## src/rtl/hpdl_uart_pkg.sv

```systemverilog
// Shared constants, state encodings and baud divider helper for the HPDL1414 UART feed.
// HPDL_UPPERCASE_EN (see uart_char_feed) uses the lowercase bounds defined here.
package hpdl_uart_pkg;

    localparam logic [7:0] CH_BS    = 8'h08;
    localparam logic [7:0] CH_FF    = 8'h0C;
    localparam logic [7:0] CH_CR    = 8'h0D;
    localparam logic [7:0] CH_SPACE = 8'h20;

    localparam logic [7:0] PRINT_LO = 8'h20;
    localparam logic [7:0] PRINT_HI = 8'h5F;
    localparam logic [7:0] LOWER_LO = 8'h61;
    localparam logic [7:0] LOWER_HI = 8'h7A;

    typedef enum logic [1:0] {
        RX_IDLE,
        RX_START,
        RX_DATA,
        RX_STOP
    } rx_state_t;

    typedef enum logic [2:0] {
        FD_IDLE,
        FD_DECODE,
        FD_CHAR,
        FD_BS,
        FD_CLEAR
    } feed_state_t;

    // Rounded clocks-per-bit.
    function automatic int unsigned baud_div(input int unsigned clk_hz, input int unsigned baud);
        return (clk_hz + baud / 2) / baud;
    endfunction

endpackage

```

## src/rtl/uart_rx_8n1.sv

```systemverilog
// 8N1 UART receiver: 2-FF synchroniser, mid-bit sampling FSM, byte strobe and
// frame-error pulse (both one cycle, registered at the stop-bit sample).
module uart_rx_8n1
    import hpdl_uart_pkg::*;
#(
    parameter int unsigned CLK_HZ = 12000000,
    parameter int unsigned BAUD   = 9600
) (
    input  logic       clk_i,
    input  logic       rst_i,
    input  logic       rx_i,
    output logic [7:0] data_o,
    output logic       valid_o,
    output logic       frame_err_o
);

    localparam int unsigned DIV   = baud_div(CLK_HZ, BAUD);
    localparam int unsigned HALF  = DIV / 2;
    localparam int unsigned CNT_W = $clog2(DIV);
    localparam logic [CNT_W-1:0] CNT_LAST  = CNT_W'(DIV - 1);
    localparam logic [CNT_W-1:0] HALF_LAST = CNT_W'(HALF - 1);

    logic             sync1_q, sync2_q;
    rx_state_t        state_q, state_d;
    logic [CNT_W-1:0] cnt_q, cnt_d;
    logic [2:0]       bit_q, bit_d;
    logic [7:0]       shift_q, shift_d;
    logic             valid_q, valid_d;
    logic             ferr_q, ferr_d;

    always_ff @(posedge clk_i) begin
        if (rst_i) begin
            sync1_q <= 1'b1;
            sync2_q <= 1'b1;
            state_q <= RX_IDLE;
            cnt_q   <= '0;
            bit_q   <= '0;
            shift_q <= '0;
            valid_q <= 1'b0;
            ferr_q  <= 1'b0;
        end else begin
            sync1_q <= rx_i;
            sync2_q <= sync1_q;
            state_q <= state_d;
            cnt_q   <= cnt_d;
            bit_q   <= bit_d;
            shift_q <= shift_d;
            valid_q <= valid_d;
            ferr_q  <= ferr_d;
        end
    end

    always_comb begin
        state_d = state_q;
        cnt_d   = cnt_q;
        bit_d   = bit_q;
        shift_d = shift_q;
        valid_d = 1'b0;
        ferr_d  = 1'b0;
        case (state_q)
            RX_IDLE: begin
                if (!sync2_q) begin
                    state_d = RX_START;
                    cnt_d   = '0;
                end
            end
            RX_START: begin
                // A start bit that is high again at mid-bit was a glitch.
                if (cnt_q == HALF_LAST) begin
                    cnt_d   = '0;
                    bit_d   = '0;
                    state_d = sync2_q ? RX_IDLE : RX_DATA;
                end else begin
                    cnt_d = cnt_q + 1'b1;
                end
            end
            RX_DATA: begin
                if (cnt_q == CNT_LAST) begin
                    cnt_d   = '0;
                    shift_d = {sync2_q, shift_q[7:1]};
                    bit_d   = bit_q + 3'd1;
                    if (bit_q == 3'd7) begin
                        state_d = RX_STOP;
                    end
                end else begin
                    cnt_d = cnt_q + 1'b1;
                end
            end
            RX_STOP: begin
                if (cnt_q == CNT_LAST) begin
                    cnt_d   = '0;
                    state_d = RX_IDLE;
                    valid_d = sync2_q;
                    ferr_d  = !sync2_q;
                end else begin
                    cnt_d = cnt_q + 1'b1;
                end
            end
            default: state_d = RX_IDLE;
        endcase
    end

    assign data_o      = shift_q;
    assign valid_o     = valid_q;
    assign frame_err_o = ferr_q;

endmodule

```

## src/rtl/uart_char_feed.sv

```systemverilog
// UART receive front end for the HPDL1414 path: holding register, character mapping,
// cursor and clear sequencer. Define HPDL_UPPERCASE_EN to fold 'a'..'z' onto 'A'..'Z'.
module uart_char_feed
    import hpdl_uart_pkg::*;
#(
    parameter int unsigned CLK_HZ  = 12000000,
    parameter int unsigned BAUD    = 9600,
    parameter int unsigned NUM_POS = 16
) (
    input  logic       CLK_i,
    input  logic       RST_i,
    input  logic       UART_RX,
    output logic [6:0] CHAR_o,
    output logic [3:0] POS_o,
    output logic       VALID_o,
    input  logic       READY_i,
    output logic       FRAME_ERR_o,
    output logic       OVERRUN_o
);

    localparam logic [3:0] LAST_POS = 4'(NUM_POS - 1);
    localparam logic [6:0] SPACE7   = CH_SPACE[6:0];

    logic [7:0]  rx_data;
    logic        rx_valid;
    logic        rx_ferr;

    feed_state_t state_q, state_d;
    logic [7:0]  hold_q, hold_d;
    logic [3:0]  cursor_q, cursor_d;
    logic        valid_q, valid_d;
    logic [6:0]  char_q, char_d;
    logic [3:0]  pos_q, pos_d;
    logic        ovr_q, ovr_d;

    logic [7:0]  ch;
    logic [3:0]  bs_pos;
    logic        accept;

    uart_rx_8n1 #(
        .CLK_HZ(CLK_HZ),
        .BAUD  (BAUD)
    ) u_rx (
        .clk_i      (CLK_i),
        .rst_i      (RST_i),
        .rx_i       (UART_RX),
        .data_o     (rx_data),
        .valid_o    (rx_valid),
        .frame_err_o(rx_ferr)
    );

    function automatic logic [3:0] next_pos(input logic [3:0] p);
        return (p == LAST_POS) ? 4'd0 : p + 4'd1;
    endfunction

`ifdef HPDL_UPPERCASE_EN
    assign ch = (hold_q >= LOWER_LO && hold_q <= LOWER_HI) ? hold_q - 8'h20 : hold_q;
`else
    assign ch = hold_q;
`endif

    assign bs_pos = (cursor_q == 4'd0) ? 4'd0 : cursor_q - 4'd1;
    assign accept = valid_q && READY_i;

    always_ff @(posedge CLK_i) begin
        if (RST_i) begin
            state_q  <= FD_IDLE;
            hold_q   <= '0;
            cursor_q <= '0;
            valid_q  <= 1'b0;
            char_q   <= '0;
            pos_q    <= '0;
            ovr_q    <= 1'b0;
        end else begin
            state_q  <= state_d;
            hold_q   <= hold_d;
            cursor_q <= cursor_d;
            valid_q  <= valid_d;
            char_q   <= char_d;
            pos_q    <= pos_d;
            ovr_q    <= ovr_d;
        end
    end

    // Any state other than FD_IDLE means the holding register is busy, including the
    // cycle of the final accept, so a byte landing then is an overrun.
    always_comb begin
        state_d  = state_q;
        hold_d   = hold_q;
        cursor_d = cursor_q;
        valid_d  = valid_q;
        char_d   = char_q;
        pos_d    = pos_q;
        ovr_d    = rx_valid && (state_q != FD_IDLE);
        case (state_q)
            FD_IDLE: begin
                if (rx_valid) begin
                    hold_d  = rx_data;
                    state_d = FD_DECODE;
                end
            end
            FD_DECODE: begin
                state_d = FD_IDLE;
                if (ch >= PRINT_LO && ch <= PRINT_HI) begin
                    valid_d = 1'b1;
                    char_d  = ch[6:0];
                    pos_d   = cursor_q;
                    state_d = FD_CHAR;
                end else if (ch == CH_CR) begin
                    cursor_d = '0;
                end else if (ch == CH_BS) begin
                    cursor_d = bs_pos;
                    valid_d  = 1'b1;
                    char_d   = SPACE7;
                    pos_d    = bs_pos;
                    state_d  = FD_BS;
                end else if (ch == CH_FF) begin
                    valid_d = 1'b1;
                    char_d  = SPACE7;
                    pos_d   = '0;
                    state_d = FD_CLEAR;
                end
            end
            FD_CHAR: begin
                if (accept) begin
                    valid_d  = 1'b0;
                    cursor_d = next_pos(cursor_q);
                    state_d  = FD_IDLE;
                end
            end
            FD_BS: begin
                if (accept) begin
                    valid_d = 1'b0;
                    state_d = FD_IDLE;
                end
            end
            FD_CLEAR: begin
                if (accept) begin
                    if (pos_q == LAST_POS) begin
                        valid_d  = 1'b0;
                        cursor_d = '0;
                        state_d  = FD_IDLE;
                    end else begin
                        pos_d = pos_q + 4'd1;
                    end
                end
            end
            default: begin
                valid_d = 1'b0;
                state_d = FD_IDLE;
            end
        endcase
    end

    assign CHAR_o      = char_q;
    assign POS_o       = pos_q;
    assign VALID_o     = valid_q;
    assign OVERRUN_o   = ovr_q;
    assign FRAME_ERR_o = rx_ferr;

endmodule

```

## config.mk

```make
export PLATFORM = sky130hd
export DESIGN_NAME = uart_char_feed
export DESIGN_NICKNAME = d
export VERILOG_FILES = /design/src/rtl/hpdl_uart_pkg.sv /design/src/rtl/uart_rx_8n1.sv /design/src/rtl/uart_char_feed.sv
export SDC_FILE = /design/constraint.sdc
export NUM_CORES = 1
export LEC_CHECK = 0
export BUFFER_PORTS_ARGS = -buffer_cell sky130_fd_sc_hd__buf_4
export CAP_MARGIN = 15
export CORE_MARGIN = 2
export CORE_UTILIZATION = 51
export DETAILED_ROUTE_END_ITERATION = 16
export HOLD_SLACK_MARGIN = 0.08
export MAX_ROUTING_LAYER = met4
export PLACE_DENSITY_LB_ADDON = 0.12
export SLEW_MARGIN = 10
export SYNTH_ARGS = -nofsm -noshare
export SYNTH_HDL_FRONTEND = slang
export SYNTH_SLANG_ARGS = --single-unit
```

## constraint.sdc

```tcl
create_clock -name CLK_i -period 1.9 [get_ports CLK_i]
set_input_delay 0.095 -clock CLK_i [delete_from_list [all_inputs] [get_ports CLK_i]]
set_output_delay 0.095 -clock CLK_i [all_outputs]
set_load 0.01 [all_outputs]
```

==> results of run 1 <==
## where the power goes
part / internal [mW] / leakage, nW / switching (mW) / total [mW]
registers: 1.18 / 0.452 / 0.00467 / 1.18
logic: 0.0185 / 0.759 / 0.0387 / 0.0572
clock network: 0.265 / 0.0485 / 0.403 / 0.669
total: 1.46 / 1.26 / 0.447 / 1.91
## final timing paths
path	startpoint	endpoint	slack, ps	cells after the start
worst max register to register	ch[4]$_SDFFE_PP0P_	POS_o[2]$_SDFFE_PP0P_	-50	6
worst min register to register	u_rx.sync1_q$_SDFF_PP1_	u_rx.sync2_q$_SDFF_PP1_	430	1
worst max-delay path	ch[4]$_SDFFE_PP0P_	POS_o[2]$_SDFFE_PP0P_	-50	6
worst min-delay path	RST_i	u_rx.cnt_q[3]$_SDFFE_PP0P_	250	2
## final cells by class
type,count,area [µm²]
inverters,9,33.8
repair buffers,48,370
multi-input cells,258,1650
flip-flops and latches,56,1120
fillers,477,2080
clock buffers,5,68.8
well taps,72,90.1
clock inverters,3,22.5
## flip-flops by register name (all words and copies together) (netlist names), 3 cells and up, named ones only
signal       flops
state_q          3
u_rx.cnt_q      11
POS_o            4
CHAR_o           7
cursor_q         4
u_rx.data_o      8
ch               8
u_rx.bit_q       3
## per-stage QoR
| step | setup WS [ps] | TNS, ps | instances | instance area, µm² | hold slack, ps |
|---|---|---|---|---|---|
| after floorplan | -118 | -195 | 344 | 2830 | 199 |
| after CTS | -50.2 | -161 | 448 | 3300 | 239 |
| after detailed placement | -120 | -633 | 439 | 3160 | 284 |
| after global routing | -127 | -628 | 451 | 3360 | 276 |
| after global placement | -68.4 | -395 | 439 | 3160 | 285 |
| final | -47.6 | -94.8 | 451 | 3360 | 251 |
## cell families (layout without fill, tap and decap cells)
group	after synthesis	after routing	synth area share (%)
AND/OR/NAND/NOR	156	156	27.9
AO/OA/AOI/OAI	80	80	19.8
flip-flops	56	56	39.8
buffers and inverters	30	65	4.04
multiplexers	10	10	3.55
adder cells (fa/ha/maj)	9	9	3.99
XOR/XNOR	3	3	0.932
## critical path: stages (launching register included)
cell,delay (ps)
dfxtp_1,320
or4b_4,560
or4_4,440
buf_6,150
nor4_4,140
nor4_1,80
nor4_1,170
## cells in the final DEF (no fill, tap or decap), drive strengths merged, types with 3 or more instances in the layout
cell type	instances
dfxtp	56
buf	47
nor2	42
nand2	37
a21oi	30
nand3	18
nor3	13
mux2i	10
inv	10
ha	9
o21ai	9
nand4b	6
nor4	6
or2	5
a31oi	5
and3	5
a311oi	5
clkbuf	5
a211oi	5
nor3b	4
nand4	4
a22oi	4
or4	4
nand3b	3
## layer usage
layer | global-route usage, % | vias up | part of all wire, % | wire length [µm]
met3 | 4.83 | 7 | 4.2 | 270
li1 | - | 1317 | - | -
met2 | 37.3 | 66 | 50 | 3220
met1 | 26.5 | 1217 | 45 | 2890
met4 | 7.89 | 0 | 1.3 | 85
met5 | - | - | 0 | 0
## timing repair
| item | 4_1_cts | 5_1_grt |
|---|---|---|
| hold buffers | 1 | 0 |
| pin swaps | 0 | 4 |
| endpoints found under the hold margin | 1 | 0 |
| endpoints found under the setup margin | 10 | 17 |
| resized for setup | 7 | 10 |
| buffers inserted | 0 | 3 |
==> flow_metrics.env, run 1 <==
export IMPL_cp_required_ps=2120
export IMPL_grt_overflow=0
export IMPL_yosys_top_cells_area="dfxtp_1, nor2_1, a21oi_1"
export IMPL_grt_pass1_wl_um=10700
export IMPL_cp_end_kind="flip-flop"
export IMPL_maxSlewViolCount=0
export IMPL_peakVddDrop_v=0.000325
export IMPL_violations="negative setup slack"
export IMPL_rsz0062_at_grt="yes"
export IMPL_fin_total_pwr_mw=1.91
export IMPL_start_util_pct=51.9
export IMPL_track_usage_pct=22.3
export IMPL_yosys_top_cells_count="dfxtp_1, nor2_1, nand2_1"
export IMPL_arrival_ps=2170
export IMPL_wire_per_inst_um=14.3
export IMPL_ys_ff_latch=56
export IMPL_syn_instance_count=344
export IMPL_place_hpwl_um=4430
export IMPL_syn_num_nets=357
export IMPL_drc_errors=0
export IMPL_tritoncts="built"
export IMPL_fp_dieW_um=78.4
export IMPL_via_count=2607
export IMPL_powerDensity_nw_per_um2=568
export IMPL_cts_made_buffers=5
export IMPL_yosysTopAreaCell="dfxtp_1"
export IMPL_grt_antenna_before_repair=0
export IMPL_final_core_util_pct=61.8
export IMPL_min_period_ps=1950
export IMPL_clockRootBuffer="clkbuf_8"
export IMPL_yosysTopAreaCellShare_pct=39.8
export IMPL_fmax_ghz=0.513
export IMPL_rows=27
export IMPL_grt_pass1_vias=2396
export IMPL_hold_violations=0
export IMPL_ys_types=53
export IMPL_post_drt_via_cell_ratio=5.78
export IMPL_port_buffers=17
export IMPL_setup_ws_ps=-47.6
export IMPL_finalSetupViolCount=2
export IMPL_first_iter_violations=159
export IMPL_first_pass_iters=4
export IMPL_antennaDiodeCount=0
export IMPL_max_slew_worst_pin_slew_ps=565
export IMPL_dieArea_um2=6140
export IMPL_ys_seq_area_share_pct=39.8
export IMPL_yosysMostFrequentCell="dfxtp_1"
export IMPL_core_um2=5440
export IMPL_die_height_um=78.4
export IMPL_h_tree_depth=2
export IMPL_status="complete, but fails checks"
export IMPL_ys_warn_count=0
export IMPL_place_gp_congestion=0.877
export IMPL_clock_sinks=56
export IMPL_worst_path_max_fanout=4
export IMPL_finClkSkew_ps=5.73
export IMPL_nets=391
export IMPL_min_path_type="in2reg"
export IMPL_async_flop_share_pct=0
export IMPL_slew_headroom_pct=62.3
export IMPL_synth_area_um2=2820
export IMPL_synthFlopType="dfxtp_1"
export IMPL_grt_max_degree=58
export IMPL_wl_um=6460
export IMPL_antenna_left=0
export IMPL_synth_edf_count=0
export IMPL_maxCapViolations=0
export IMPL_cts_clk_slew_worst_paths_ps=100
export IMPL_clock_insertion_delay_worst_skew_ps=310
export IMPL_io_pins=18
export IMPL_areaGrowthSynthToFinish_pct=19.1
export IMPL_cp_start_kind="flip-flop"
export IMPL_clock_path_buffers=2
export IMPL_layout_drive_gt1_share_pct=21.1
export IMPL_period_share_pct=103
export IMPL_crit_type="reg2reg"
export IMPL_leakagePower_nw=1.26
export IMPL_avgSynthCellArea_um2=8.20
Power figures use the tool's default switching activity.
==> run 2, diff against run 1 <==
--- a/config.mk
+++ b/config.mk
@@ -12,7 +12,7 @@
 export DETAILED_ROUTE_END_ITERATION = 16
 export HOLD_SLACK_MARGIN = 0.08
 export MAX_ROUTING_LAYER = met4
-export PLACE_DENSITY_LB_ADDON = 0.12
+export PLACE_DENSITY = 0.72
 export SLEW_MARGIN = 10
 export SYNTH_ARGS = -nofsm -noshare
 export SYNTH_HDL_FRONTEND = slang
==> run 2 against run 1 <==
The flow still finishes with violations (negative setup slack); non-clock buffer count grew 1; critical endpoint is now POS_o[3]$_SDFFE_PP0P_; first-iteration DRC count shrank 12%; register-to-register slack lost 70 ps; die area is the same; design area shrank 0.48%; clock-buffer cell count is the same; critical path depth shrank 1; highest routed layer unchanged; sequential share of layout area grew 0.13 points.
==> flow_metrics.env, run 2 (synthesis results as in run 1) <==
export IMPL_cp_required_ps=2170
export IMPL_dpl_worst_slack_ps=-114
export IMPL_cp_slowest_cell="or4b_4"
export IMPL_grt_antenna_before_repair=0
export IMPL_first_iter_violations=140
export IMPL_wire_per_inst_um=13.9
export IMPL_grt_overflow=0
export IMPL_arrival_ps=2290
export IMPL_reg2reg_from="ch[4]$_SDFFE_PP0P_"
export IMPL_r2r_worst_path_cells=5
export IMPL_core_um2=5440
export IMPL_worst_path_max_fanout=4
export IMPL_rsz0062_at_grt="yes"
export IMPL_post_drt_via_cell_ratio=5.70
export IMPL_port_buffers=17
export IMPL_dieArea_um2=6140
export IMPL_finalSetupViolCount=9
export IMPL_fmax_ghz=0.496
export IMPL_antennaDiodeCount=0
export IMPL_powerDensity_nw_per_um2=584
export IMPL_grt_pass1_vias=2302
export IMPL_rows=27
export IMPL_peakVddDrop_v=0.000343
export IMPL_dpl_cell_area_um2=3180
export IMPL_via_count=2578
export IMPL_grt_pass1_wl_um=10700
export IMPL_crit_type="reg2reg"
export IMPL_r2r_end="POS_o[3]$_SDFFE_PP0P_"
export IMPL_cts_clk_slew_worst_paths_ps=110
export IMPL_violations="negative setup slack"
export IMPL_nets=392
export IMPL_period_share_pct=106
export IMPL_grt_max_degree=58
export IMPL_clock_path_buffers=2
export IMPL_hold_violations=0
export IMPL_drc_errors=0
export IMPL_hold_path_startpoint="RST_i"
export IMPL_finClkSkew_ps=5.88
export IMPL_die_height_um=78.4
export IMPL_clockRootBuffer="clkbuf_8"
export IMPL_clock_insertion_delay_worst_skew_ps=320
export IMPL_crit_chain="or4b_4 -> or4_4 -> or3_1 -> a21oi_2 -> o21ba_1"
export IMPL_fp_dieW_um=78.4
export IMPL_status="complete, but fails checks"
export IMPL_place_hpwl_um=4400
export IMPL_place_gp_congestion=0.915
export IMPL_cts_made_buffers=5
export IMPL_final_cell_mix="dfxtp_1, buf_4, nor2_1, nand2_1, a21oi_1"
export IMPL_setup_ws_ps=-117
export IMPL_tritoncts="built"
export IMPL_h_tree_depth=2
export IMPL_regMostFlops="u_rx.cnt_q"
export IMPL_io_pins=18
export IMPL_wl_um=6290
export IMPL_leakagePower_nw=1.28
export IMPL_min_period_ps=2020
export IMPL_final_cell_area_um2=3340
export IMPL_largest_reg_flops=11
export IMPL_hold_path_endpoint="u_rx.bit_q[2]$_SDFFE_PP0P_"
export IMPL_cp_start_kind="flip-flop"
export IMPL_final_common_cell="dfxtp_1"
export IMPL_clock_sinks=56
export IMPL_max_slew_worst_pin_slew_ps=569
export IMPL_maxCapViolations=0
export IMPL_min_path_type="in2reg"
export IMPL_first_pass_iters=4
export IMPL_reg2reg_setup_slack_ps=-120
export IMPL_hold_depth=2
export IMPL_slew_headroom_pct=62.1
export IMPL_maxSlewViolCount=0
export IMPL_layout_drive_gt1_share_pct=20.5
export IMPL_start_util_pct=51.9
export IMPL_track_usage_pct=22.2
export IMPL_slowest_delay_ps=570
export IMPL_areaGrowthSynthToFinish_pct=18.5
export IMPL_antenna_left=0
export IMPL_cp_end_kind="flip-flop"
run 2: area by class of cell:
cell class | count | area, µm²
Timing Repair Buffer | 49 | 374
Tap cell | 72 | 90.1
Fill cell | 486 | 2100
Clock inverter | 3 | 28.8
Inverter | 9 | 33.8
Clock buffer | 5 | 68.8
Sequential cell | 56 | 1120
Multi-Input combinational cell | 258 | 1630
run 2: how the worst max path moves through the flow:
| stage | startpoint | to | slack, ps | depth (start not counted) |
|---|---|---|---|---|
| 6_report | ch[4]$_SDFFE_PP0P_ | POS_o[3]$_SDFFE_PP0P_ | -120 | 5 |
| 5_1_grt | ch[4]$_SDFFE_PP0P_ | POS_o[3]$_SDFFE_PP0P_ | -180 | 5 |
| 4_1_cts | ch[1]$_SDFFE_PP0P_ | POS_o[3]$_SDFFE_PP0P_ | -70 | 5 |
| 3_5_place_dp | ch[4]$_SDFFE_PP0P_ | POS_o[3]$_SDFFE_PP0P_ | -110 | 5 |
| 3_3_place_gp | ch[4]$_SDFFE_PP0P_ | POS_o[3]$_SDFFE_PP0P_ | -80 | 5 |
| 2_1_floorplan | ch[4]$_SDFFE_PP0P_ | POS_o[3]$_SDFFE_PP0P_ | -120 | 6 |
run 2: timing repair:
item                       CTS  global route
gates resized for setup      4             8
hold buffers                 1             0
hold endpoints to repair     1             0
buffers inserted             0             1
pin swaps                    4             3
setup endpoints to repair   10            13
run 2: where the power goes:
part           leakage, nW  internal (mW)  switching [mW]
Sequential           0.452           1.18         0.00539
Clock               0.0511          0.279           0.436
Combinational        0.776         0.0171          0.0373
Total                 1.28           1.47           0.478
run 2: critical path, delay by kind of cell (launching register included):
kind / cells / cell delay [ps]
DFF: 1 / 330
and+or+nand+nor: 3 / 1360
AOI/OAI and AO/OA: 2 / 280
run 2: routing by layer:
layer,wire length (µm),GRT usage (%),up-vias
met5,0,-,-
met4,100,8.25,0
met3,222,3.79,9
met2,2990,34.9,47
met1,2970,29.0,1199
li1,-,-,1323
run 2: metrics by stage:
step,power (mW),std cells,TNS (ps),util (%),hold slack [ps]
floorplan,1.25,344,-195,-,199
global placement,1.26,442,-402,58.5,281
detailed placement,1.26,442,-797,58.5,284
CTS,1.98,451,-304,60.7,242
global route,2.03,452,-1160,61.5,257
finish,1.95,452,-371,61.5,230
==> run 3, diff against run 2 <==
--- a/config.mk
+++ b/config.mk
@@ -6,13 +6,12 @@
 export NUM_CORES = 1
 export LEC_CHECK = 0
 export BUFFER_PORTS_ARGS = -buffer_cell sky130_fd_sc_hd__buf_4
-export CAP_MARGIN = 15
+export CAP_MARGIN = 30
 export CORE_MARGIN = 2
-export CORE_UTILIZATION = 51
+export CORE_UTILIZATION = 41
 export DETAILED_ROUTE_END_ITERATION = 16
 export HOLD_SLACK_MARGIN = 0.08
 export MAX_ROUTING_LAYER = met4
-export PLACE_DENSITY = 0.72
 export SLEW_MARGIN = 10
 export SYNTH_ARGS = -nofsm -noshare
 export SYNTH_HDL_FRONTEND = slang
==> run 3 against run 2 <==
The run still ends with negative setup slack left; setup slack gained 9.4 ps; global-route usage shrank 3.2 points; sequential power is essentially flat; critical path type unchanged; critical endpoint unchanged; largest cell class unchanged; highest routed layer unchanged.
==> flow_metrics.env, run 3 (synthesis results as in run 1) <==
export IMPL_final_cell_mix="dfxtp_1, buf_4, nor2_1, nand2_1, a21oi_1"
export IMPL_p_seq_share_pct=61.5
export IMPL_nets=391
export IMPL_io_pins=18
export IMPL_grt_pass1_wl_um=11300
export IMPL_arrival_ps=2270
export IMPL_first_iter_violations=113
export IMPL_fp_dieW_um=86.9
export IMPL_reg2reg_setup_slack_ps=-110
export IMPL_drc_errors=0
export IMPL_cp_end_kind="flip-flop"
export IMPL_hold_ws_ps=259
export IMPL_powerDensity_nw_per_um2=564
export IMPL_min_path_type="in2reg"
export IMPL_track_usage_pct=19.0
export IMPL_port_buffers=17
export IMPL_swShare_pct=22.7
export IMPL_slowest_delay_ps=580
export IMPL_max_slew_worst_pin_slew_ps=605
export IMPL_cts_made_buffers=5
export IMPL_period_share_pct=106
export IMPL_peakVddDrop_v=0.000245
export IMPL_setup_ws_ps=-107
export IMPL_cts_clk_slew_worst_paths_ps=100
export IMPL_grt_pass1_vias=2385
export IMPL_finClkSkew_ps=11.0
export IMPL_reg2reg_from="ch[4]$_SDFFE_PP0P_"
export IMPL_first_pass_iters=4
export IMPL_crit_type="reg2reg"
export IMPL_place_hpwl_um=4600
export IMPL_fmax_ghz=0.498
export IMPL_antenna_left=0
export IMPL_slew_headroom_pct=59.7
export IMPL_status="complete, but fails checks"
export IMPL_p_comb_share_pct=2.9
export IMPL_clock_path_buffers=2
export IMPL_h_tree_depth=2
export IMPL_start_util_pct=42.0
export IMPL_maxCapViolations=0
export IMPL_rows=30
export IMPL_crit_chain="or4b_4 -> or4_4 -> or3_4 -> a21oi_2 -> o21ba_1"
export IMPL_placedCellCount=447
export IMPL_tritoncts="built"
export IMPL_clock_sinks=56
export IMPL_hold_depth=4
export IMPL_min_period_ps=2010
export IMPL_core_um2=6720
export IMPL_rsz0062_at_grt="yes"
export IMPL_r2r_end="POS_o[3]$_SDFFE_PP0P_"
export IMPL_regMostFlops="u_rx.cnt_q"
export IMPL_place_gp_congestion=0.900
export IMPL_finalSetupViolCount=5
export IMPL_p_clk_share_pct=35.6
export IMPL_hold_violations=0
export IMPL_hold_path_endpoint="state_q[1]$_SDFFE_PP0P_"
export IMPL_wire_per_inst_um=14.8
export IMPL_dpl_worst_slack_ps=-156
export IMPL_switchingPower_mw=0.438
export IMPL_violations="negative setup slack"
export IMPL_areaGrowthSynthToFinish_pct=21.0
export IMPL_clockRootBuffer="clkbuf_8"
export IMPL_clock_insertion_delay_worst_skew_ps=310
export IMPL_fin_cells=459
export IMPL_antennaDiodeCount=0
export IMPL_post_drt_via_cell_ratio=5.78
export IMPL_r2r_worst_path_cells=5
export IMPL_grt_overflow=0
export IMPL_cp_required_ps=2160
export IMPL_wl_um=6800
export IMPL_worst_path_max_fanout=4
export IMPL_dieArea_um2=7560
export IMPL_maxSlewViolCount=0
export IMPL_cp_slowest_cell="or4b_4"
export IMPL_cp_start_kind="flip-flop"
export IMPL_hold_path_startpoint="READY_i"
export IMPL_grt_max_degree=58
export IMPL_leakagePower_nw=1.27
export IMPL_largest_reg_flops=11
export IMPL_via_count=2655
export IMPL_p_int_mw=1.49
export IMPL_layout_drive_gt1_share_pct=22.2
export IMPL_grt_antenna_before_repair=0
export IMPL_final_common_cell="dfxtp_1"
export IMPL_die_height_um=86.9
## run 3: routing by layer
layer  up-vias  wire [µm]  share of wire [%]  global-route usage (%)
met4         0        164                2.4                    6.82
met3        17        285                4.2                    3.13
li1       1315          -                  -                       -
met1      1256       3160                 47                    25.5
met5         -          0                  0                       -
met2        67       3180                 47                    29.0
## run 3: cell type report
cell class	count	area [µm²]
Multi-Input combinational cell	258	1670
Sequential cell	56	1120
Timing Repair Buffer	48	390
Clock buffer	6	82.6
Clock inverter	2	10.0
Inverter	9	33.8
Tap cell	80	100
Fill cell	649	3310
## run 3: how the worst max path moves through the flow
stage | startpoint | end | slack [ps] | depth (start not counted)
after CTS | ch[6]$_SDFFE_PP0P_ | POS_o[3]$_SDFFE_PP0P_ | -70 | 5
final | ch[4]$_SDFFE_PP0P_ | POS_o[3]$_SDFFE_PP0P_ | -110 | 5
after global routing | ch[4]$_SDFFE_PP0P_ | POS_o[3]$_SDFFE_PP0P_ | -130 | 5
after detailed placement | ch[4]$_SDFFE_PP0P_ | cursor_q[2]$_SDFFE_PP0P_ | -160 | 6
after global placement | ch[4]$_SDFFE_PP0P_ | POS_o[0]$_SDFFE_PP0P_ | -100 | 5
after floorplan | ch[4]$_SDFFE_PP0P_ | POS_o[3]$_SDFFE_PP0P_ | -120 | 6
## run 3: power groups by stage
| stage | sequential (mW) | combinational [mW] | clock (mW) |
|---|---|---|---|
| final | 1.18 | 0.0567 | 0.685 |
| after CTS | 1.18 | 0.0574 | 0.704 |
| after floorplan | 1.21 | 0.0407 | 0 |
| after detailed placement | 1.21 | 0.0553 | 0 |
| after global routing | 1.18 | 0.0627 | 0.762 |
| after global placement | 1.21 | 0.0548 | 0 |
## run 3: timing repair
action                     CTS  global route
hold buffers                 1             0
setup endpoints to repair   15            21
pin swaps                    3             8
gates resized for setup      5            19
buffers inserted             1             2
hold endpoints to repair     1             0
## run 3: worst max-delay path, delay by kind of cell, from the launching register on
family	cells	cell delay [ps]
AO/OA/AOI/OAI	2	260
flip-flops	1	340
AND/OR/NAND/NOR	3	1370
## run 3: through the flow
stage | total power [mW] | area, µm² | util [%] | setup TNS (ps)
6_report | 1.93 | 3410 | 50.8 | -262
3_3_place_gp | 1.27 | 3180 | 47.4 | -634
2_1_floorplan | 1.25 | 2830 | - | -195
4_1_cts | 1.95 | 3320 | 49.4 | -327
5_1_grt | 2.01 | 3410 | 50.8 | -853
3_5_place_dp | 1.27 | 3180 | 47.4 | -1180
